`src/rtl/credit_rx_endpoint_if.sv`:
```
// Valid/credit link plus the local ready/valid consumer port of the receiver.
interface credit_rx_endpoint_if #(
    parameter int DATA_WIDTH = 8
);
    logic                  link_valid;
    logic [DATA_WIDTH-1:0] link_data;
    logic                  link_credit;
    logic                  out_valid;
    logic [DATA_WIDTH-1:0] out_data;
    logic                  out_ready;

    // receiver side
    modport slave (
        input  link_valid, link_data, out_ready,
        output link_credit, out_valid, out_data
    );

    // transmitter/consumer side
    modport master (
        output link_valid, link_data, out_ready,
        input  link_credit, out_valid, out_data
    );
endinterface

```
`src/rtl/credit_rx_endpoint.sv`:
```
// Credit link receiver: buffers incoming beats in a DEPTH-entry circular FIFO,
// grants DEPTH initial credits after reset, then returns one credit per pop.
module credit_rx_endpoint #(
    parameter int DATA_WIDTH = 8,
    parameter int DEPTH      = 7,
    parameter int CREDIT_FFS = 2,
    localparam int OCC_W     = $clog2(DEPTH + 1)
) (
    input  logic                 clk,
    input  logic                 reset_n,
    credit_rx_endpoint_if.slave  bus,
    output logic [OCC_W-1:0]     occupancy,
    output logic                 init_done,
    output logic                 overflow_err
);
    localparam int               PTR_W = $clog2(DEPTH);
    localparam logic [OCC_W-1:0] FULL  = OCC_W'(DEPTH);
    localparam logic [PTR_W-1:0] LAST  = PTR_W'(DEPTH - 1);

    typedef enum logic {INIT, RUN} state_t;

    state_t                        state, state_nxt;
    logic [OCC_W-1:0]              init_cnt, init_cnt_nxt;
    logic                          credit_in;
    logic                          pop, push, full;
    logic [PTR_W-1:0]              rd_ptr, wr_ptr;
    logic [DEPTH-1:0][DATA_WIDTH-1:0] mem;
    logic [CREDIT_FFS-1:0]         credit_pipe;

    assign init_done       = (state == RUN);
    // head is hidden during INIT so no credit from a pop can collide with an init credit
    assign bus.out_valid   = (occupancy != '0) && init_done;
    assign bus.out_data    = mem[rd_ptr];
    assign pop             = bus.out_valid && bus.out_ready;
    assign full            = (occupancy == FULL);
    // a simultaneous pop frees the slot, so a full FIFO still takes the beat
    assign push            = bus.link_valid && (!full || pop);
    assign bus.link_credit = credit_pipe[CREDIT_FFS-1];

    // state and init-credit counter registers
    always_ff @(posedge clk or negedge reset_n) begin
        if (!reset_n) begin
            state    <= INIT;
            init_cnt <= FULL;
        end else begin
            state    <= state_nxt;
            init_cnt <= init_cnt_nxt;
        end
    end

    // next state and credit source: one credit per cycle in INIT, one per pop in RUN
    always_comb begin
        state_nxt    = state;
        init_cnt_nxt = init_cnt;
        credit_in    = 1'b0;
        case (state)
            INIT: begin
                credit_in    = 1'b1;
                init_cnt_nxt = init_cnt - 1'b1;
                if (init_cnt == OCC_W'(1)) state_nxt = RUN;
            end
            RUN: begin
                credit_in = pop;
            end
            default: state_nxt = INIT;
        endcase
    end

    // credit return pipeline
    always_ff @(posedge clk or negedge reset_n) begin
        if (!reset_n) begin
            credit_pipe <= '0;
        end else begin
            credit_pipe[0] <= credit_in;
            for (int i = 1; i < CREDIT_FFS; i++) credit_pipe[i] <= credit_pipe[i-1];
        end
    end

    // FIFO storage, pointers, occupancy and sticky overflow flag
    always_ff @(posedge clk or negedge reset_n) begin
        if (!reset_n) begin
            mem          <= '0;
            rd_ptr       <= '0;
            wr_ptr       <= '0;
            occupancy    <= '0;
            overflow_err <= 1'b0;
        end else begin
            if (push) begin
                mem[wr_ptr] <= bus.link_data;
                wr_ptr      <= (wr_ptr == LAST) ? '0 : wr_ptr + 1'b1;
            end
            if (pop) rd_ptr <= (rd_ptr == LAST) ? '0 : rd_ptr + 1'b1;
            case ({push, pop})
                2'b10:   occupancy <= occupancy + 1'b1;
                2'b01:   occupancy <= occupancy - 1'b1;
                default: occupancy <= occupancy;
            endcase
            if (bus.link_valid && full && !pop) overflow_err <= 1'b1;
        end
    end
endmodule

```
`src/flat_wrapper.sv`:
```
// flat-port wrapper written by rule: the top's interface ports become plain ports
module credit_rx_endpoint_flat 
#(
    parameter int DATA_WIDTH = 8,
    parameter int DEPTH      = 7,
    parameter int CREDIT_FFS = 2,
    localparam int OCC_W     = $clog2(DEPTH + 1)
)
  (clk, reset_n, occupancy, init_done, overflow_err, bus_link_valid, bus_link_data, bus_out_ready, bus_link_credit, bus_out_valid, bus_out_data);
  credit_rx_endpoint_if #(.DATA_WIDTH(DATA_WIDTH)) bus_i ();
  input  logic clk;
  input  logic reset_n;
  output logic [OCC_W-1:0] occupancy;
  output logic init_done;
  output logic overflow_err;
  input wire logic [$bits(bus_i.link_valid)-1:0] bus_link_valid;
  input wire logic [$bits(bus_i.link_data)-1:0] bus_link_data;
  input wire logic [$bits(bus_i.out_ready)-1:0] bus_out_ready;
  output wire logic [$bits(bus_i.link_credit)-1:0] bus_link_credit;
  output wire logic [$bits(bus_i.out_valid)-1:0] bus_out_valid;
  output wire logic [$bits(bus_i.out_data)-1:0] bus_out_data;
  assign bus_i.link_valid = bus_link_valid;
  assign bus_i.link_data = bus_link_data;
  assign bus_i.out_ready = bus_out_ready;
  assign bus_link_credit = bus_i.link_credit;
  assign bus_out_valid = bus_i.out_valid;
  assign bus_out_data = bus_i.out_data;
  credit_rx_endpoint #(.DATA_WIDTH(DATA_WIDTH), .DEPTH(DEPTH), .CREDIT_FFS(CREDIT_FFS)) u_core (.clk(clk), .reset_n(reset_n), .bus(bus_i), .occupancy(occupancy), .init_done(init_done), .overflow_err(overflow_err));
endmodule
```
`config.mk`:
```
export PLATFORM = sky130hd
export DESIGN_NAME = credit_rx_endpoint_flat
export DESIGN_NICKNAME = d
export VERILOG_FILES = /design/src/rtl/credit_rx_endpoint_if.sv /design/src/rtl/credit_rx_endpoint.sv /design/src/flat_wrapper.sv
export SDC_FILE = /design/constraint.sdc
export NUM_CORES = 1
export LEC_CHECK = 0
export ABC_CLOCK_PERIOD_IN_PS = 3900
export CORE_MARGIN = 2
export CORE_UTILIZATION = 55
export DETAILED_ROUTE_END_ITERATION = 10
export GPL_TIMING_DRIVEN = 0
export PLACE_DENSITY = 0.86
export SLEW_MARGIN = 25
export SYNTH_ARGS = -nofsm -noshare
export SYNTH_HDL_FRONTEND = slang
export SYNTH_SLANG_ARGS = --single-unit
```
`constraint.sdc`:
```
create_clock -name clk -period 3.9 [get_ports clk]
set_input_delay 0.975 -clock clk [delete_from_list [all_inputs] [get_ports clk]]
set_output_delay 0.975 -clock clk [all_outputs]
set_load 0.005 [all_outputs]
```
==> reports/metrics.cfg <==
[die]
num_rows=29
core-area_um2=6241
dieHeight_um=83.67
die_area_um2=7001
fp.dieW_um=83.67
start_util_pct=55.93
ioPinCount=27

[hold_path]
hp-class=reg -> reg
holdPathStages=0

[synth]
synth_area_leaders=dfrtp_1 49%, mux2_2 18%, mux2i_1 7.5%, dfstp_2 2.3%, a22o_1 2.0%
synth-seq-cells=72
yosysMostFrequentCell=dfrtp_1
synth_edf_count=0
synthTopCellsByCount=69 x dfrtp_1, 57 x mux2_2, 26 x mux2i_1
synth_top_cell_by_area=dfrtp_1
synthCells=259
syn_avg_cell_area_um2=13.48
yosys_warnings=0
ys_async_sr_fraction_pct=100.0
yosysSeqAreaShare_pct=51.72
synth_top_area_share_pct=49.46
ys.flop_type=dfrtp_1
synthesis.area_um2=3491
ys_types=39
syn_nets=275

[cells_and_area]
drive_gt1_share_pct=34.44
syn_to_final_growth_pct=15.99
finalNetCount=313
diodes=0

[grt]
top_usage_layer=met2
met2_usage_pct=35.93
grt_pass1_vias=2193
grt_max_degree=38
grt.total_usage_pct=21.55
grt-ovfl-total=0
grt_use_met1_pct=26.95
grt_pass1_wl_um=11430
grt_antenna_before_repair=0
grtUsageMet3_pct=6.825

[power]
power_frac_seq_pct=38.9
switching_share_pct=34.11
powerDensity_nw_per_um2=824.2
p_clk_share_pct=16.1
intPower_uw=2199
switchingPower_uw=1138
cellLeakagePower_uw=0.001705
peakVddDrop_uv=474.1
pwr-share-comb_pct=45.0

[critical_path]
cp_max_fo=10
worst_ep_arrival_time_ps=2330
critPathLaunch=u_core.rd_ptr[1]$_DFFE_PN0P_
critPathKind=reg -> out
worstPathRequired_ps=2920
r2r-start=u_core.init_done$_DFF_PN0_
reg2regPathDepth=10
end_kind=primary output
critPathLaunchType=flip-flop
regToRegSetupSlack_ps=1610
cp-endpoint=bus_out_data[2]
r2r_end=u_core.occupancy[2]$_DFFE_PN0P_

[sta]
relSlewSlack_pct=49.27
worst_pin_slew_ps=758.2
fin_skew_ps=8.728
worst_slack_ps=596.9
fin_hold_ws_ps=356.5
post-route-period-util_pct=84.69
maxSlewViolCount=0
post-route-min-period_ps=3303
grt_setup_unrepaired=no
setup_viol=0
max_freq_mhz=302.7
hold_viol=0

[clock_network]
clockBufferDepth=2
cts_setup_buffers=0
root_buffer=clkbuf_8
clk_latency_ps=350
cts_resized=0
ctsHoldBuffers=0
path_clk_slew_ps=80
clock_sinks=72
h-tree-depth=3
cts_buffers=9
cts_tree=built

[run_status]
status=completed

[place]
gp_congestion=0.7882
dp_hpwl_um=4532
port_buffers=26
pre_cts_slack_ps=717.6

[route]
drt-initial-drc-count=131
firstDrtPassIters=4
wirelength_um=7022
vias=2163
antenna_left=0
drc=0
routedWlPerCell_um=18.53
via_per_inst=5.707

[job]
drv_cap=0

==> worst min-delay path by stage <==
stage / to / start / slack [ps]
4_1_cts: u_core.credit_pipe[1]$_DFF_PN0_ / u_core.credit_pipe[0]$_DFF_PN0_ / 360
3_5_place_dp: u_core.credit_pipe[1]$_DFF_PN0_ / u_core.credit_pipe[0]$_DFF_PN0_ / 350
6_report: u_core.credit_pipe[1]$_DFF_PN0_ / u_core.credit_pipe[0]$_DFF_PN0_ / 360
5_1_grt: u_core.credit_pipe[1]$_DFF_PN0_ / u_core.credit_pipe[0]$_DFF_PN0_ / 370
2_1_floorplan: u_core.credit_pipe[1]$_DFF_PN0_ / u_core.credit_pipe[0]$_DFF_PN0_ / 330
3_3_place_gp: u_core.credit_pipe[1]$_DFF_PN0_ / u_core.credit_pipe[0]$_DFF_PN0_ / 340
==> critical path, stage by stage, from the launching register on <==
cell             delay [ps]
dfrtp_1                 380
buf_4                   240
buf_2                   300
mux2i_1                 140
a22o_1                  200
a31oi_1                 180
clkdlybuf4s50_1         530
==> routing by layer <==
metal	wire length, µm	part of all wire, %
met2	3695	53
met5	0	0
met3	353	5.0
met1	2896	41
met4	76	1.1
==> logic make-up after synthesis <==
logic type               Yosys count  share of synthesized area [%]
multiplexers                      83                          25.84
flip-flops                        72                          51.72
AO/OA/AOI/OAI                     39                          10.75
AND/OR/NAND/NOR                   34                          5.914
buffers and inverters             22                          2.867
XOR/XNOR                           5                          1.255
adder cells (fa/ha/maj)            4                          1.649
==> power groups by stage <==
stage	Sequential, µW	Combinational (µW)	Clock [µW]
after global routing	1340	1630	589
final	1300	1500	537
after global placement	1290	1450	0
after detailed placement	1310	1500	0
after floorplan	1260	1020	0
after CTS	1300	1520	551
==> cells in the final DEF, fill, tap and decap left out, types with 2 or more instances in the layout <==
| master | synthesis | final |
|---|---|---|
| a22o_1 | 8 | 8 |
| ha_1 | 3 | 3 |
| clkdlybuf4s50_1 | 0 | 25 |
| buf_4 | 1 | 2 |
| a31oi_1 | 10 | 10 |
| buf_2 | 5 | 5 |
| o21ai_4 | 2 | 2 |
| nand2_1 | 12 | 12 |
| clkinvlp_4 | 0 | 2 |
| nor2_1 | 3 | 3 |
| a21oi_4 | 3 | 3 |
| xor2_1 | 2 | 2 |
| clkbuf_8 | 0 | 11 |
| clkbuf_1 | 6 | 7 |
| mux2i_1 | 26 | 26 |
| or2_2 | 8 | 8 |
| and4bb_2 | 2 | 2 |
| a21o_1 | 3 | 3 |
| mux2_2 | 57 | 57 |
| nand4b_1 | 3 | 3 |
| o21ai_0 | 2 | 2 |
| xnor2_1 | 3 | 3 |
| inv_1 | 8 | 8 |
| nor2b_1 | 3 | 3 |
| dfrtp_1 | 69 | 69 |
| o2111ai_4 | 2 | 2 |
| dfstp_2 | 3 | 3 |
==> area by class of cell <==
cell class / count / area (µm²)
buffer: 14 / 70.07
clock buffer: 12 / 155.1
clock inverter: 4 / 28.78
fill: 456 / 2192
inverter: 8 / 30.03
multi-input combinational: 165 / 1585
sequential: 72 / 1805
tap: 77 / 96.34
timing repair buffer: 27 / 277.8
==> metrics by stage <==
step / instance area [µm²] / util, % / total power (µW) / setup TNS (ps) / cells
after floorplan: 3491 / - / 2280 / 0 / 259
after global placement: 3847 / 61.65 / 2735 / -34600 / 362
after detailed placement: 3865 / 61.93 / 2816 / 0 / 363
after CTS: 4049 / 64.88 / 3367 / 0 / 379
after global routing: 4049 / 64.88 / 3561 / 0 / 379
final: 4049 / 64.88 / 3337 / 0 / 379
==> state kept, by name (all words and copies together), names as in the netlist <==
register	cells
u_core.mem	56
u_core.init_cnt	3
u_core.occupancy	3
u_core.rd_ptr	3
u_core.wr_ptr	3
u_core.credit_pipe	2
u_core.init_done	1
u_core.overflow_err	1
No activity file was read; power rests on OpenSTA's default activity.
==> variant 1: new RTL, config.mk and constraints unchanged <==
`DATA_WIDTH` is set to 8 in 3 places; all go to 12.
--- a/src/rtl/credit_rx_endpoint_if.sv
+++ b/src/rtl/credit_rx_endpoint_if.sv
@@ -2,3 +2,3 @@
 interface credit_rx_endpoint_if #(
-    parameter int DATA_WIDTH = 8
+    parameter int DATA_WIDTH = 12
 );
--- a/src/rtl/credit_rx_endpoint.sv
+++ b/src/rtl/credit_rx_endpoint.sv
@@ -3,3 +3,3 @@
 module credit_rx_endpoint #(
-    parameter int DATA_WIDTH = 8,
+    parameter int DATA_WIDTH = 12,
     parameter int DEPTH      = 7,
--- a/src/flat_wrapper.sv
+++ b/src/flat_wrapper.sv
@@ -3,3 +3,3 @@
 #(
-    parameter int DATA_WIDTH = 8,
+    parameter int DATA_WIDTH = 12,
     parameter int DEPTH      = 7,
Interface: changed (resized bus_link_data and bus_out_data); port bits go from 27 to 35. No check against the original RTL was run, so the function may have changed too.
==> variant 1 against the original RTL <==
  * Worst setup slack got worse by 0.40 ns
  * Non-clock buffer count increased by 17
  * Wire length increased by 42%
  * Synthesized area increased by 36%
  * Hold slack improved by 0.0014 ns
  * Sequential cell count increased by 28
  * Cell area increased by 34%
  * Global-route usage increased by 0.86 points
  * Total power increased by 37%
  * Count of clock-buffer cells in the layout decreased by 1
  * Critical path depth unchanged
  * Critical path type unchanged
  * Sequential share of layout area increased by 1.4 points
  * Die area increased by 34%
==> variant 1: results <==
group,metric,value,unit
sta,clock_skew,0.00983,ns
power,swShare,33.7,%
cells_and_area,fin_nets,418,
outcome,outcome,"completed",
yosys,synthCells,352,
critical_path,slowest_delay,0.55,ns
power,total_power,0.00456,W
yosys,ys_seq_area_share,53.0,%
cells_and_area,largest_reg_flops,84,
global_routing,first_global_vias,3150,
place,place.gp.congestion,0.776,
yosys,ys_top_cells_by_area,"dfrtp_1 (51%), mux2_2 (20%), mux2i_1 (7.8%)",
power,p_leak,2.34,nW
place,placedCellCount,492,
place,dp_hpwl,6510,µm
power,p_comb_share,45.9,%
place,preCtsSetupSlack,0.447,ns
critical_path,cp.arrival,2.73,ns
yosys,yosys-top-cells-count,"dfrtp_1 (97), mux2_2 (86), mux2i_1 (37)",
global_routing,grt_first_pass_wirelength,16400,µm
sta,tightest_slew,0.878,ns
route,vias,2990,
sta,setup_ws,0.198,ns
cells_and_area,stdcell_count,508,
place,port_buffers,34,
-- variant 1: cells by family (layout without fill, tap and decap cells) --
| family | count (synthesis) | in the layout | share of synthesized area (%) |
|---|---|---|---|
| compound gates | 48 | 48 | 8.46 |
| xor+xnor | 5 | 5 | 0.926 |
| fa+ha+maj | 4 | 4 | 1.22 |
| buf+inv | 33 | 84 | 3.89 |
| flops | 100 | 100 | 53.0 |
| mux | 123 | 123 | 28.3 |
| simple gates | 39 | 39 | 4.26 |
-- variant 1: what timing repair did --
action / 4_1_cts / 5_1_grt
hold buffers: 0 / 0
buffers inserted: 0 / 0
gates resized for setup: 0 / 2
setup endpoints to repair: 0 / 8
hold endpoints to repair: 0 / 0
-- variant 1: final timing paths --
check	start	endpoint	depth (start not counted)
worst min register to register	u_core.credit_pipe[0]	u_core.credit_pipe[1]	0
worst max-delay path	u_core.rd_ptr[0]	bus_out_data[0]	6
worst min-delay path	u_core.credit_pipe[0]	u_core.credit_pipe[1]	0
min in group asynchronous	reset_n	u_core.overflow_err	1
max in group asynchronous	reset_n	u_core.mem[29]	2
worst max register to register	u_core.occupancy[0]	u_core.occupancy[2]	8
-- variant 1: cell type report --
type	count	area (µm²)
inverter	10	37.5
clock buffer	11	151
buffer	23	148
multi-input combinational	219	2040
tap	105	131
sequential	100	2510
timing repair buffer	35	369
fill	618	2810
clock inverter	5	60.1
-- variant 1: metal layers --
layer  wire length [µm]  vias up  part of all wire, %  track usage (%)
met3                466       16                  4.7             3.11
met2               4870       88                   49             36.1
li1                   -     1367                    -                -
met5                  0        -                    0                0
met1               4430     1519                   44             30.9
met4                191        0                  1.9             9.32
==> variant 2: new RTL, same flow settings <==
Without the edit above. Reset style: synchronous (`reset_n`), changed in 3 clocked blocks.
--- a/src/rtl/credit_rx_endpoint.sv
+++ b/src/rtl/credit_rx_endpoint.sv
@@ -40,3 +40,3 @@
     // state and init-credit counter registers
-    always_ff @(posedge clk or negedge reset_n) begin
+    always_ff @(posedge clk) begin
         if (!reset_n) begin
@@ -69,3 +69,3 @@
     // credit return pipeline
-    always_ff @(posedge clk or negedge reset_n) begin
+    always_ff @(posedge clk) begin
         if (!reset_n) begin
@@ -79,3 +79,3 @@
     // FIFO storage, pointers, occupancy and sticky overflow flag
-    always_ff @(posedge clk or negedge reset_n) begin
+    always_ff @(posedge clk) begin
         if (!reset_n) begin
Formal check against the unedited RTL: differs if reset_n is asserted again (counterexample within 4 cycles, from zero or initial values and one cycle with reset_n low); with reset_n held inactive, the same outputs for 10 cycles.
==> variant 2 against the original RTL <==
  * Sequential cell count unchanged
  * Count of clock-buffer cells in the layout decreased by 1
  * Cell area fell by 2.6%
  * First-iteration DRC count grew 18%
  * Worst setup slack improved by 0.023 ns
  * Largest cell class is now multi-input gates
  * Critical path depth fell by 1
  * Register-to-register slack gained 0.03 ns
  * Wire length is 7.0% higher
  * Die area shrank 2.7%
  * Synthesized area fell by 2.8%
Power is not compared: it rests on default switching activity, and its combinational part moved more than twofold at a synthesized area within 25%.
==> variant 2: results <==
group,metric,value,unit
cells_and_area,fillCellCount,455,
yosys,synth_flop_cell,"dfxtp_1",
yosys,syn-num-nets,352,
yosys,yosys-top-cells-count,"nand2_1 (74), dfxtp_1 (72), mux2i_1 (65)",
place,dp_hpwl,5140,µm
cells_and_area,stdcell_count,451,
critical_path,r2r_slack,1.64,ns
cells_and_area,multi_input_area,1790,µm²
global_routing,track_usage,24.1,%
outcome,outcome,"completed",
place,place_area,3740,µm²
critical_path,cp.arrival,2.31,ns
global_routing,use_met1,31.6,%
sta,finalCriticalPeriod,3.28,ns
place,port_buffers,25,
critical_path,crit_path_top_delay_cell,"mux4_2",
cells_and_area,n_clock_buffer,11,
global_routing,first_global_vias,2471,
cells_and_area,fin_nets,388,
cells_and_area,clkCellAreaFrac,5.20,%
yosys,yosysMostFrequentCell,"nand2_1",
sta,clock_skew,0.00617,ns
cells_and_area,ff_latch_area,1440,µm²
sta,whs,0.448,ns
yosys,ys_types,43,
route,wl_met2,3740,µm
cells_and_area,nNonClkBuffers,49,
yosys,async_flop_share,0,%
global_routing,grt_first_pass_wirelength,12100,µm
cells_and_area,final-nonclk-buf-share,9.74,%
cells_and_area,multi_input_area_share,45.4,%
## variant 2: cell count changes after synthesis, moves of 9 or more
| cell | unedited run | this run |
|---|---|---|
| dfrtp_1 | 69 | 0 |
| a31oi_1 | 10 | 1 |
| dfxtp_1 | 0 | 72 |
| mux2i_1 | 26 | 65 |
| mux2_2 | 57 | 1 |
| nor2_1 | 3 | 14 |
| a21oi_1 | 1 | 18 |
| nand2_1 | 12 | 74 |
## variant 2: kinds of logic after synthesis
logic type      after synthesis  synth area share, %
simple gates                105                 14.5
mux                          74                 24.8
flops                        72                 42.5
compound gates               45                 10.6
buf+inv                      32                 4.83
xor+xnor                      4                 1.03
fa+ha+maj                     4                 1.70
## variant 2: worst paths after layout
kind / start / end / depth (start not counted)
min reg2reg: u_core.credit_pipe[0] / u_core.credit_pipe[1] / 1
max reg2reg: u_core.init_done / u_core.occupancy[2] / 10
max: u_core.rd_ptr[0] / bus_out_data[1] / 5
min: u_core.credit_pipe[0] / u_core.credit_pipe[1] / 1
